--- src/rtl/type_dispatch_if.sv ---
// Decoder-to-dispatcher handshake plus the per-unit enable/done bundle.
interface type_dispatch_if #(
  parameter int unsigned TYPE_W    = 3,
  parameter int unsigned NUM_UNITS = 4
);
  localparam int unsigned UID_W = (NUM_UNITS > 1) ? $clog2(NUM_UNITS) : 1;

  logic                 id_valid;
  logic [TYPE_W-1:0]    id_type;
  logic                 id_ready;
  logic [NUM_UNITS-1:0] unit_done;
  logic [NUM_UNITS-1:0] unit_enb;
  logic [UID_W-1:0]     cur_unit;
  logic                 busy;
  logic                 illegal;
  logic                 timeout;

  modport master (
    output id_valid, id_type, unit_done,
    input  id_ready, unit_enb, cur_unit, busy, illegal, timeout
  );

  modport slave (
    input  id_valid, id_type, unit_done,
    output id_ready, unit_enb, cur_unit, busy, illegal, timeout
  );
endinterface

--- src/rtl/type_dispatch.sv ---
// Instruction-type dispatcher: maps a decoded type to a one-hot unit enable,
// holds it until that unit reports done, flags unmapped types and hung units.
module type_dispatch #(
  parameter int unsigned TYPE_W    = 3,
  parameter int unsigned NUM_UNITS = 4,
  parameter logic [(2**TYPE_W)*(((NUM_UNITS > 1) ? $clog2(NUM_UNITS) : 1) + 1)-1:0] MAP =
    24'b110_000_000_111_100_100_101_000,
  parameter int unsigned NOP_TYPE  = 0,
  parameter int unsigned TIMEOUT   = 64
) (
  input logic            clk,
  input logic            rst_n,
  type_dispatch_if.slave bus
);
  localparam int unsigned UID_W = (NUM_UNITS > 1) ? $clog2(NUM_UNITS) : 1;
  localparam int unsigned ENT_W = UID_W + 1;
  localparam int unsigned CNT_W = (TIMEOUT > 0) ? $clog2(TIMEOUT + 1) : 1;

  typedef enum logic {IDLE, BUSY} state_t;

  state_t               state_q, state_d;
  logic [NUM_UNITS-1:0] enb_q, enb_d;
  logic [UID_W-1:0]     cur_q, cur_d;
  logic [CNT_W-1:0]     cnt_q, cnt_d;
  logic                 busy_q, busy_d;
  logic                 illegal_q, illegal_d;
  logic                 timeout_q, timeout_d;
  logic [ENT_W-1:0]     entry;
  logic                 hit;
  logic                 done_cur;
  logic                 ready;
  logic                 hs;

  // State and registered outputs
  always_ff @(posedge clk) begin
    if (!rst_n) begin
      state_q   <= IDLE;
      enb_q     <= '0;
      cur_q     <= '0;
      cnt_q     <= '0;
      busy_q    <= 1'b0;
      illegal_q <= 1'b0;
      timeout_q <= 1'b0;
    end else begin
      state_q   <= state_d;
      enb_q     <= enb_d;
      cur_q     <= cur_d;
      cnt_q     <= cnt_d;
      busy_q    <= busy_d;
      illegal_q <= illegal_d;
      timeout_q <= timeout_d;
    end
  end

  // Next-state, map lookup and handshake
  always_comb begin
    state_d   = state_q;
    enb_d     = enb_q;
    cur_d     = cur_q;
    cnt_d     = cnt_q;
    illegal_d = 1'b0;
    timeout_d = 1'b0;

    entry    = MAP[ENT_W*32'(bus.id_type) +: ENT_W];
    hit      = entry[ENT_W-1] && (32'(entry[UID_W-1:0]) < NUM_UNITS);
    // enb_q is one-hot on cur_unit while busy, so this isolates done[cur_unit]
    done_cur = |(bus.unit_done & enb_q);
    ready    = rst_n && ((state_q == IDLE) || done_cur);
    hs       = bus.id_valid && ready;

    case (state_q)
      BUSY: begin
        if (done_cur) begin
          state_d = IDLE;
          enb_d   = '0;
          cur_d   = '0;
        end else if ((TIMEOUT != 0) && (cnt_q == CNT_W'(TIMEOUT - 1))) begin
          state_d   = IDLE;
          enb_d     = '0;
          cur_d     = '0;
          timeout_d = 1'b1;
        end else begin
          cnt_d = cnt_q + CNT_W'(1);
        end
      end
      default: begin
        state_d = IDLE;
        enb_d   = '0;
        cur_d   = '0;
      end
    endcase

    // A handshake is only possible when idle or the current unit completes
    if (hs) begin
      if (hit) begin
        state_d = BUSY;
        enb_d   = NUM_UNITS'(1) << entry[UID_W-1:0];
        cur_d   = entry[UID_W-1:0];
        cnt_d   = '0;
      end else begin
        illegal_d = (32'(bus.id_type) != NOP_TYPE);
      end
    end

    busy_d = (state_d == BUSY);
  end

  assign bus.id_ready = ready;
  assign bus.unit_enb = enb_q;
  assign bus.cur_unit = cur_q;
  assign bus.busy     = busy_q;
  assign bus.illegal  = illegal_q;
  assign bus.timeout  = timeout_q;
endmodule

--- src/flat_wrapper.sv ---
// flat-port wrapper written by rule: the top's interface ports become plain ports
module type_dispatch_flat 
#(
  parameter int unsigned TYPE_W    = 3,
  parameter int unsigned NUM_UNITS = 4,
  parameter logic [(2**TYPE_W)*(((NUM_UNITS > 1) ? $clog2(NUM_UNITS) : 1) + 1)-1:0] MAP =
    24'b110_000_000_111_100_100_101_000,
  parameter int unsigned NOP_TYPE  = 0,
  parameter int unsigned TIMEOUT   = 64
)
  (clk, rst_n, bus_id_valid, bus_id_type, bus_unit_done, bus_id_ready, bus_unit_enb, bus_cur_unit, bus_busy, bus_illegal, bus_timeout);
  type_dispatch_if #(.TYPE_W(TYPE_W), .NUM_UNITS(NUM_UNITS)) bus_i ();
  input logic clk;
  input logic rst_n;
  input wire logic [$bits(bus_i.id_valid)-1:0] bus_id_valid;
  input wire logic [$bits(bus_i.id_type)-1:0] bus_id_type;
  input wire logic [$bits(bus_i.unit_done)-1:0] bus_unit_done;
  output wire logic [$bits(bus_i.id_ready)-1:0] bus_id_ready;
  output wire logic [$bits(bus_i.unit_enb)-1:0] bus_unit_enb;
  output wire logic [$bits(bus_i.cur_unit)-1:0] bus_cur_unit;
  output wire logic [$bits(bus_i.busy)-1:0] bus_busy;
  output wire logic [$bits(bus_i.illegal)-1:0] bus_illegal;
  output wire logic [$bits(bus_i.timeout)-1:0] bus_timeout;
  assign bus_i.id_valid = bus_id_valid;
  assign bus_i.id_type = bus_id_type;
  assign bus_i.unit_done = bus_unit_done;
  assign bus_id_ready = bus_i.id_ready;
  assign bus_unit_enb = bus_i.unit_enb;
  assign bus_cur_unit = bus_i.cur_unit;
  assign bus_busy = bus_i.busy;
  assign bus_illegal = bus_i.illegal;
  assign bus_timeout = bus_i.timeout;
  type_dispatch #(.TYPE_W(TYPE_W), .NUM_UNITS(NUM_UNITS), .MAP(MAP), .NOP_TYPE(NOP_TYPE), .TIMEOUT(TIMEOUT)) u_core (.clk(clk), .rst_n(rst_n), .bus(bus_i));
endmodule
--- config.mk ---
export PLATFORM = sky130hd
export DESIGN_NAME = type_dispatch_flat
export DESIGN_NICKNAME = d
export VERILOG_FILES = /design/src/rtl/type_dispatch_if.sv /design/src/rtl/type_dispatch.sv /design/src/flat_wrapper.sv
export SDC_FILE = /design/constraint.sdc
export NUM_CORES = 1
export LEC_CHECK = 0
export BUFFER_PORTS_ARGS = -buffer_cell sky130_fd_sc_hd__buf_2
export CAP_MARGIN = 30
export CORE_MARGIN = 2
export CORE_UTILIZATION = 49
export DETAILED_ROUTE_END_ITERATION = 6
export GPL_ROUTABILITY_DRIVEN = 0
export PLACE_DENSITY = 0.75
export RECOVER_POWER = 25
export SYNTH_ARGS = -nofsm -noshare
export SYNTH_HDL_FRONTEND = slang
export SYNTH_SLANG_ARGS = --single-unit
export TNS_END_PERCENT = 50
--- constraint.sdc ---
create_clock -name clk -period 2.1 [get_ports clk]
set_input_delay 0.21 -clock clk [delete_from_list [all_inputs] [get_ports clk]]
set_output_delay 0.21 -clock clk [all_outputs]
set_load 0.01 [all_outputs]
# Word-level counts from Yosys, hierarchy flattened
# Cells that the tools add are included.
[totals] ff_bits=16 output_inout_bits=10 elab_cells=43
[classes] addsub=1 mul=1 eq_ne=1 n_shift=2 mux=21 bitwise=4 reduce_logical=7
[ops] op="$mux W7" count=5
[ops] op="$shiftx A24 B6 Y3 const A" count=1
[ops] op="$mux W4" count=5
[ops] op="$mux W2" count=5
[ops] op="$add A7 B1 Y7 const B" count=1
[ops] op="$eq A7 B6 Y1 const B" count=1
[ops] op="$mux W1" count=6
[ops] op="$reduce_or A6 Y1" count=1
[ops] op="$mul A2 B3 Y5 const A" count=1
[ops] op="$and A4 B4 Y4" count=1
[ops] op="$reduce_or A4 Y1" count=1
[ops] op="$shl A1 B2 Y4 const A" count=1
[ops] op="$not A1 Y1" count=3
[ops] op="$reduce_bool A3 Y1" count=1
[ops] op="$reduce_or A3 Y1" count=1
[ops] op="$logic_and A1 B1 Y1" count=2
[ops] op="$logic_or A1 B1 Y1" count=1

# Depth between registers and ports, before layout
# Gate-level depths: netlist of the first run.
[logic_depth] depth_word=7 mapped_depth=6 mapped_depth_nobuf=6

# Least setup slack after synthesis of the first run
# OpenSTA, ideal clock, no wires.
[synth_path] kind="reg2reg" from="register u_core.enb_q[0] (netlist: u_core.bus.unit_enb[0])" to="register u_core.cnt_q[5]" setup_ps=72 arrival_ps=1700 t_required_ps=2028 slack_ps=328 stages_incl_launch_ff=5 n_path_buf=0 period_less_slack_ps=1772 path_cell_list="dfxtp_1 > a222oi_1 > o211ai_1 > or3_1 > a21oi_1"
[synth_via] elab_chain_cells=6 elab_cells_between_ends=9
[synth_lines] item="from (decl)" line_no="type_dispatch.sv:22" text="logic [NUM_UNITS-1:0] enb_q, enb_d;"
[synth_lines] item="from (signal assigned)" line_no="type_dispatch.sv:46" text="enb_q <= enb_d;"
[synth_lines] item="$and A4 B4 Y4 *" line_no="type_dispatch.sv:67" text="done_cur = |(bus.unit_done & enb_q);"
[synth_lines] item="$reduce_or A4 Y1 *" line_no="type_dispatch.sv:67"
[synth_lines] item="$mux W7 / $logic_or A1 B1 Y1 (equally long branches)" line_no="type_dispatch.sv:73, type_dispatch.sv:68"
[synth_lines] item="$mux W7 / $logic_and A1 B1 Y1 (equally long branches)" line_no="type_dispatch.sv:71, type_dispatch.sv:68"
[synth_lines] item="$mux W7 / $logic_and A1 B1 Y1 (equally long branches)" line_no="type_dispatch.sv:95, type_dispatch.sv:69"
[synth_lines] item="$mux W7 *" line_no="type_dispatch.sv:94" text="if (hs) begin"
[synth_lines] item="to (signal assigned)" line_no="type_dispatch.sv:48" text="cnt_q <= cnt_d;"
[synth_lines] item="to (decl)" line_no="type_dispatch.sv:24" text="logic [CNT_W-1:0] cnt_q, cnt_d;"
# Every way passes the cells marked *; elsewhere a longest branch is shown, timed or not.
# A chain may end at the register's enable or synchronous reset.

# Final worst setup path of the first run
[layout_path] from="register u_core.state_q" to="register u_core.cnt_q[6]"
[layout_via] elab_chain_cells=5 elab_cells_between_ends=7
[layout_lines] item="from (decl)" line_no="type_dispatch.sv:21" text="state_t state_q, state_d;"
[layout_lines] item="from (signal assigned)" line_no="type_dispatch.sv:45" text="state_q <= state_d;"
[layout_lines] item="$not A1 Y1" line_no="type_dispatch.sv:68" text="ready = rst_n && ((state_q == IDLE) || done_cur);"
[layout_lines] item="$logic_or A1 B1 Y1" line_no="type_dispatch.sv:68"
[layout_lines] item="$logic_and A1 B1 Y1" line_no="type_dispatch.sv:68"
[layout_lines] item="$logic_and A1 B1 Y1" line_no="type_dispatch.sv:69" text="hs = bus.id_valid && ready;"
[layout_lines] item="$mux W7 *" line_no="type_dispatch.sv:94"
# Marked as above.

==> results of run 1 <==
==> layout by cell type, fill, tap and decap left out, drive strengths merged, types with 2 or more instances in the layout <==
cell type,instances
nand2,5
or3,2
a311oi,2
mux2i,2
o21ai,3
nor3,4
clkbuf,9
a21oi,4
dfxtp,16
o31ai,2
a32o,2
ha,3
buf,14
nand3,4
and3,6
a31oi,2
nor2,4
inv,7
==> layer usage <==
metal,share of wire [%],wire [um],vias to the layer above
met2,44,679,27
met1,46,723,295
met3,7.5,117,5
met5,0,0,-
li1,-,-,343
met4,2.3,35,0
==> layout make-up <==
type                    instances  area (um^2)
fillers                       132          482
multi-input cells              55          369
flip-flops and latches         16          320
repair buffers                 20         95.1
inverters                       7         26.3
clock buffers                   3         22.5
well taps                      15         18.8
==> worst min-delay path, stage by stage <==
cell and delay (ns):
buf_2 0.13, nand2_1 0.08, nor3_1 0.04
==> flip-flops by register name, indices dropped and copies added (netlist names) <==
register	count
u_core.bus.illegal	1
u_core.bus.cur_unit	2
u_core.cnt_q	7
u_core.bus.timeout	1
u_core.state_q	1
u_core.bus.unit_enb	4
==> synthesized netlist by cell type, types with 3 or more instances <==
library cell / number
dfxtp_1: 16
inv_1: 7
and3_1: 5
nand2_1: 5
a21oi_1: 4
nand3_1: 4
nor2_1: 4
nor3_1: 4
ha_1: 3
==> cell families (layout without fill, tap and decap cells) <==
group / Yosys count / in the layout / synth area share [%]
AO/OA/AOI/OAI: 23 / 23 / 23.5
XOR/XNOR: 1 / 1 / 1.21
adder cells (fa/ha/maj): 3 / 3 / 5.18
buffers and inverters: 9 / 30 / 4.84
flip-flops: 16 / 16 / 44.2
multiplexers: 2 / 2 / 2.76
AND/OR/NAND/NOR: 26 / 26 / 18.3
==> final timing paths <==
kind                   start            endpoint  slack (ns)
max reg2reg   u_core.state_q     u_core.cnt_q[6]        0.38
min reg2reg  u_core.cnt_q[6]     u_core.cnt_q[6]        0.46
max           u_core.state_q     u_core.cnt_q[6]        0.38
min           bus_id_type[2]  u_core.bus.illegal        0.22
==> through the flow <==
| step | power, uW | util [%] |
|---|---|---|
| finish | 560 | 63.9 |
| global route | 600 | 63.9 |
| CTS | 568 | 64.4 |
| detailed placement | 412 | 62.8 |
| global placement | 410 | 62.8 |
| floorplan | 382 | - |
==> where the power goes <==
group	leakage, uW	internal (uW)	switching, uW
Combinational	0.000230	34.0	51.9
Sequential	0.000130	313	5.69
Clock	0.0000138	66.6	89.4
==> results.sh, run 1 <==
export IMPL_syn_area_um2=724
export IMPL_slowest_stage="a21boi_1"
export IMPL_cts_hold_buffers=0
export IMPL_fin_nets=116
export IMPL_gr_total_overflow=0
export IMPL_synthTopCellsByArea="dfxtp_1, ha_1, and3_1"
export IMPL_synth_edff_count=0
export IMPL_ys_seq_area_share_pct=44.2
export IMPL_synth_top_cell_area_share_pct=44.2
export IMPL_synth_net_count=93
export IMPL_drive_gt1_share_pct=19.8
export IMPL_outcome="finished clean"
export IMPL_fp_row_count=13
export IMPL_cts_repair_resized=0
export IMPL_die_w_um=42.5
export IMPL_cap_violations=0
export IMPL_rsz0062_at_grt="no"
export IMPL_clk_pin_slew_ns=0.09
export IMPL_tightest_slew_ns=0.586
export IMPL_hp_class="in2reg"
export IMPL_p_leak_uw=0.000374
export IMPL_tritoncts="built"
export IMPL_clock_root_buffer="clkbuf_4"
export IMPL_r2r_cells=4
export IMPL_finalWorstSetupSlack_ns=0.382
export IMPL_track_usage_pct=20.2
export IMPL_cts_htree_levels=1
export IMPL_yosysTopAreaCell="dfxtp_1"
export IMPL_dr_pass1_iters=4
export IMPL_numCtsBuffers=3
export IMPL_peakVddDrop_v=0.000312
export IMPL_yosys_warnings=0
export IMPL_wl_per_cell_um=13.4
export IMPL_ant_nets=0
export IMPL_cp_start_kind="flop"
export IMPL_clock_sinks=16
export IMPL_die_h_um=42.5
export IMPL_crit_required_ns=2.29
export IMPL_synthFlopType="dfxtp_1"
export IMPL_use_met1_pct=25.5
export IMPL_num_vias=670
export IMPL_cp_slowest_stage_delay_ns=0.50
export IMPL_post_cts_buffers=0
export IMPL_synth_seq_cells=16
export IMPL_grt_start_max_net_pins=10
export IMPL_post_place_ws_ns=0.426
export IMPL_max_freq_ghz=0.582
export IMPL_slew_headroom_pct=60.9
export IMPL_critPathArrivalTime_ns=1.91
export IMPL_clockBufferDepth=2
export IMPL_setup_viol=0
export IMPL_core_um2=1330
export IMPL_post_layout_nonfiller_instances=116
export IMPL_worstSkewPairLatency_ns=0.28
export IMPL_crit_path_max_fanout=8
export IMPL_powerDensity_nw_per_um2=658
export IMPL_drtIter0Drc=25
export IMPL_drc_errors=0
export IMPL_min_period_ns=1.72
export IMPL_endpoint_kind="flop"
export IMPL_placedCellCount=113
export IMPL_diodes=0
export IMPL_use_met3_pct=6.90
export IMPL_final_area_um2=852
export IMPL_grt_pass1_wl_mm=2.68
export IMPL_syn_inst=80
export IMPL_drt_total_wl_mm=1.56
export IMPL_grt_most_used_layer="met2"
export IMPL_placed_area_um2=837
export IMPL_ios=20
export IMPL_synth_async_reset_ratio_pct=0
export IMPL_design_die_area_um2=1800
export IMPL_whs_ns=0.218
export IMPL_dp_hpwl_mm=1.16
export IMPL_tns_ns=0
export IMPL_ys_types=30
export IMPL_worstHoldPathCells=3
export IMPL_start_util_pct=54.3
export IMPL_grt_pass1_vias=631
export IMPL_area_delta_synth_final_pct=17.6
export IMPL_finalClockSkew_ns=0.00214
export IMPL_post_route_period_util_pct=81.8
export IMPL_antenna_found_initial=0
export IMPL_cp_cell_sequence="a21boi_1 -> a21bo_2 -> o21ai_1 -> a311oi_1"
export IMPL_crit_cells=4
export IMPL_critPathKind="reg2reg"
export IMPL_hold_viol=0
export IMPL_use_met2_pct=29.5
export IMPL_drt_vias_per_instance=5.78
export IMPL_timing_final_max_slew_violations=0
export IMPL_avgSynthCellArea_um2=9.06
export IMPL_numPortBuffers=19
export IMPL_cp_num_buf_inv=0
export IMPL_cp_top_family="compound AO/OA/AOI/OAI gates"
(Power assumes the default switching activity.)
==> inputs of run 2 (changes only) <==
--- a/config.mk
+++ b/config.mk
@@ -5,13 +5,14 @@
 export SDC_FILE = /design/constraint.sdc
 export NUM_CORES = 1
 export LEC_CHECK = 0
+export ABC_AREA = 1
 export BUFFER_PORTS_ARGS = -buffer_cell sky130_fd_sc_hd__buf_2
 export CAP_MARGIN = 30
 export CORE_MARGIN = 2
-export CORE_UTILIZATION = 49
+export CORE_UTILIZATION = 50
 export DETAILED_ROUTE_END_ITERATION = 6
 export GPL_ROUTABILITY_DRIVEN = 0
-export PLACE_DENSITY = 0.75
+export PLACE_DENSITY = 0.74
 export RECOVER_POWER = 25
 export SYNTH_ARGS = -nofsm -noshare
 export SYNTH_HDL_FRONTEND = slang
==> constraint.sdc (replaced) <==
create_clock -name clk -period 1.8 [get_ports clk]
set_input_delay 0.18 -clock clk [delete_from_list [all_inputs] [get_ports clk]]
set_output_delay 0.18 -clock clk [all_outputs]
set_load 0.01 [all_outputs]
==> run 2 against run 1 <==
  * Via count grew 24%
  * Register-to-register slack lost 0.03 ns
  * Clock skew grew 0.0080 ns
  * Largest power group unchanged
  * Combinational power grew 19%
  * Synthesized cell count grew 49%
  * Core utilization shrank 5.6 points
  * Cell area grew 16%
  * Global-route usage shrank 2.2 points
  * Sequential share of layout area shrank 5.1 points
  * Worst hold slack lost 0.042 ns
  * First-iteration DRC count grew 8.0%
==> results.sh, run 2 <==
export IMPL_ys_seq_area_share_pct=36.8
export IMPL_final_common_cell="nand2_1"
export IMPL_drtIter0Drc=27
export IMPL_cts_htree_levels=1
export IMPL_timing_rr_start="u_core.cnt_q[0]"
export IMPL_clock_sinks=16
export IMPL_design_die_area_um2=2090
export IMPL_synth_seq_cells=16
export IMPL_finalWorstSetupSlack_ns=0.263
export IMPL_min_period_ns=1.54
export IMPL_synthTopCellsByArea="dfxtp_1, nand2_1, inv_1"
export IMPL_grt_pass1_wl_mm=2.73
export IMPL_numCtsBuffers=3
export IMPL_crit_required_ns=1.62
export IMPL_slowest_stage="dfxtp_1"
export IMPL_grt_pass1_vias=668
export IMPL_synth_net_count=132
export IMPL_gr_total_overflow=0
export IMPL_tns_ns=0
export IMPL_slew_headroom_pct=76.5
export IMPL_post_place_ws_ns=0.363
export IMPL_yosysMostFrequentCell="nand2_1"
export IMPL_ios=20
export IMPL_die_w_um=45.7
export IMPL_endpoint_kind="primary output"
export IMPL_timing_rr_end="u_core.cnt_q[4]"
export IMPL_tritoncts="built"
export IMPL_ant_nets=0
export IMPL_syn_inst=119
export IMPL_synthTopCellsByCount="nand2_1, inv_1, dfxtp_1"
export IMPL_antenna_found_initial=0
export IMPL_cp_start_kind="flop"
export IMPL_ys_types=20
export IMPL_clockBufferDepth=2
export IMPL_p_leak_uw=0.000443
export IMPL_final_area_um2=985
export IMPL_post_layout_nonfiller_instances=156
export IMPL_fp_row_count=15
export IMPL_cp_cell_sequence="nand2_1 -> nand2_2 -> nor2_4 -> nor2_4 -> buf_2"
export IMPL_cts_hold_buffers=0
export IMPL_endpoint="bus_id_ready"
export IMPL_max_freq_ghz=0.650
export IMPL_cp_common_cell="nor2_4"
export IMPL_regArea_um2=320
export IMPL_outcome="finished clean"
export IMPL_clk_pin_slew_ns=0.10
export IMPL_track_usage_pct=18.0
export IMPL_cap_violations=0
export IMPL_post_cts_buffers=0
export IMPL_rsz0062_at_grt="no"
export IMPL_num_vias=834
export IMPL_tightest_slew_ns=0.351
export IMPL_diodes=0
export IMPL_cp_slowest_stage_delay_ns=0.34
export IMPL_hp_class="in2reg"
export IMPL_multi_input_area_um2=452
export IMPL_core_um2=1690
export IMPL_area_delta_synth_final_pct=13.2
export IMPL_synth_top_cell_area_share_pct=36.8
export IMPL_start_util_pct=51.5
export IMPL_cp_top_family="simple AND/OR/NAND/NOR gates"
export IMPL_avgSynthCellArea_um2=7.31
export IMPL_dr_pass1_iters=5
export IMPL_yosys_warnings=0
export IMPL_critPathKind="reg2out"
export IMPL_die_h_um=45.7
export IMPL_fin_nets=153
export IMPL_r2r_slack_ns=0.35
export IMPL_grt_start_max_net_pins=15
export IMPL_critPathLaunch="u_core.bus.unit_enb[2]"
export IMPL_regMostFlops="u_core.cnt_q"
export IMPL_final_cell_mix="nand2_1, inv_1, dfxtp_1"
export IMPL_crit_cells=5
export IMPL_r2r_cells=7
export IMPL_setup_viol=0
export IMPL_numPortBuffers=19
export IMPL_dp_hpwl_mm=1.30
export IMPL_peakVddDrop_v=0.000346
export IMPL_critPathArrivalTime_ns=1.36
export IMPL_drt_total_wl_mm=1.76
export IMPL_hold_viol=0
export IMPL_worstSkewPairLatency_ns=0.29
export IMPL_synth_async_reset_ratio_pct=0
export IMPL_cts_repair_resized=0
export IMPL_fillCellCount=174
export IMPL_yosysTopAreaCell="dfxtp_1"
export IMPL_clock_root_buffer="clkbuf_4"
export IMPL_finish_utilization_pct=58.3
export IMPL_drc_errors=0
export IMPL_largest_reg_flops=7
export IMPL_finalClockSkew_ns=0.0101
export IMPL_post_route_period_util_pct=85.4
export IMPL_placedCellCount=152
export IMPL_wl_per_cell_um=11.3
export IMPL_placed_area_um2=956
export IMPL_crit_path_max_fanout=14
export IMPL_powerDensity_nw_per_um2=722
export IMPL_drt_vias_per_instance=5.35
export IMPL_cp_num_buf_inv=1
export IMPL_timing_final_max_slew_violations=0
export IMPL_drive_gt1_share_pct=20.1
export IMPL_synth_edff_count=0
export IMPL_syn_area_um2=870
export IMPL_synthFlopType="dfxtp_1"
[run 2: cell type report]
cell class	count	area share [%]
Multi-Input combinational cell	82	45.9
Sequential cell	16	32.5
Timing Repair Buffer	19	8.89
Inverter	18	6.86
Clock buffer	4	3.68
Tap cell	17	2.16
[run 2: how the worst min path moves through the flow]
| stage | end | from | cells after the start | slack, ns |
|---|---|---|---|---|
| 2_1_floorplan | u_core.bus.illegal | bus_id_valid | 2 | 0.31 |
| 3_3_place_gp | u_core.cnt_q[6] | u_core.cnt_q[6] | 2 | 0.43 |
| 3_5_place_dp | u_core.cnt_q[6] | u_core.cnt_q[6] | 2 | 0.43 |
| 4_1_cts | u_core.bus.illegal | bus_id_valid | 3 | 0.18 |
| 5_1_grt | u_core.bus.illegal | bus_id_valid | 3 | 0.18 |
| 6_report | u_core.bus.illegal | bus_id_type[2] | 3 | 0.18 |
[run 2: stage by stage]
step	hold slack, ns	power, uW
floorplan	0.306	449
global placement	0.425	477
detailed placement	0.431	479
CTS	0.179	716
global route	0.181	745
finish	0.176	711
[run 2: cell families after synthesis]
family | Yosys count | share of synthesized area [%]
flops | 16 | 36.8
simple gates | 67 | 39.6
fa+ha+maj | 3 | 4.32
buf+inv | 21 | 11.2
compound gates | 11 | 7.05
xor+xnor | 1 | 1.01
[run 2: tightest hold or removal path, cell delays in order]
cell	delay (ns)
buf_2	0.12
inv_1	0.08
nor3_1	0.05
[run 2: layer usage]
| layer | vias to the layer above | part of all wire [%] | track usage, % |
|---|---|---|---|
| li1 | 427 | - | - |
| met1 | 368 | 46 | 23.6 |
| met2 | 34 | 45 | 28.7 |
| met3 | 5 | 7.1 | 3.97 |
| met4 | 0 | 1.9 | 6.86 |
| met5 | - | 0 | 0 |
[run 2: where the power goes]
group	switching [uW]	leakage [uW]	total (uW)	internal (uW)
Sequential	6.00	0.000130	368	362
Clock	118	0.0000210	241	123
Combinational	67.0	0.000292	102	35.1
Total	191	0.000443	711	521
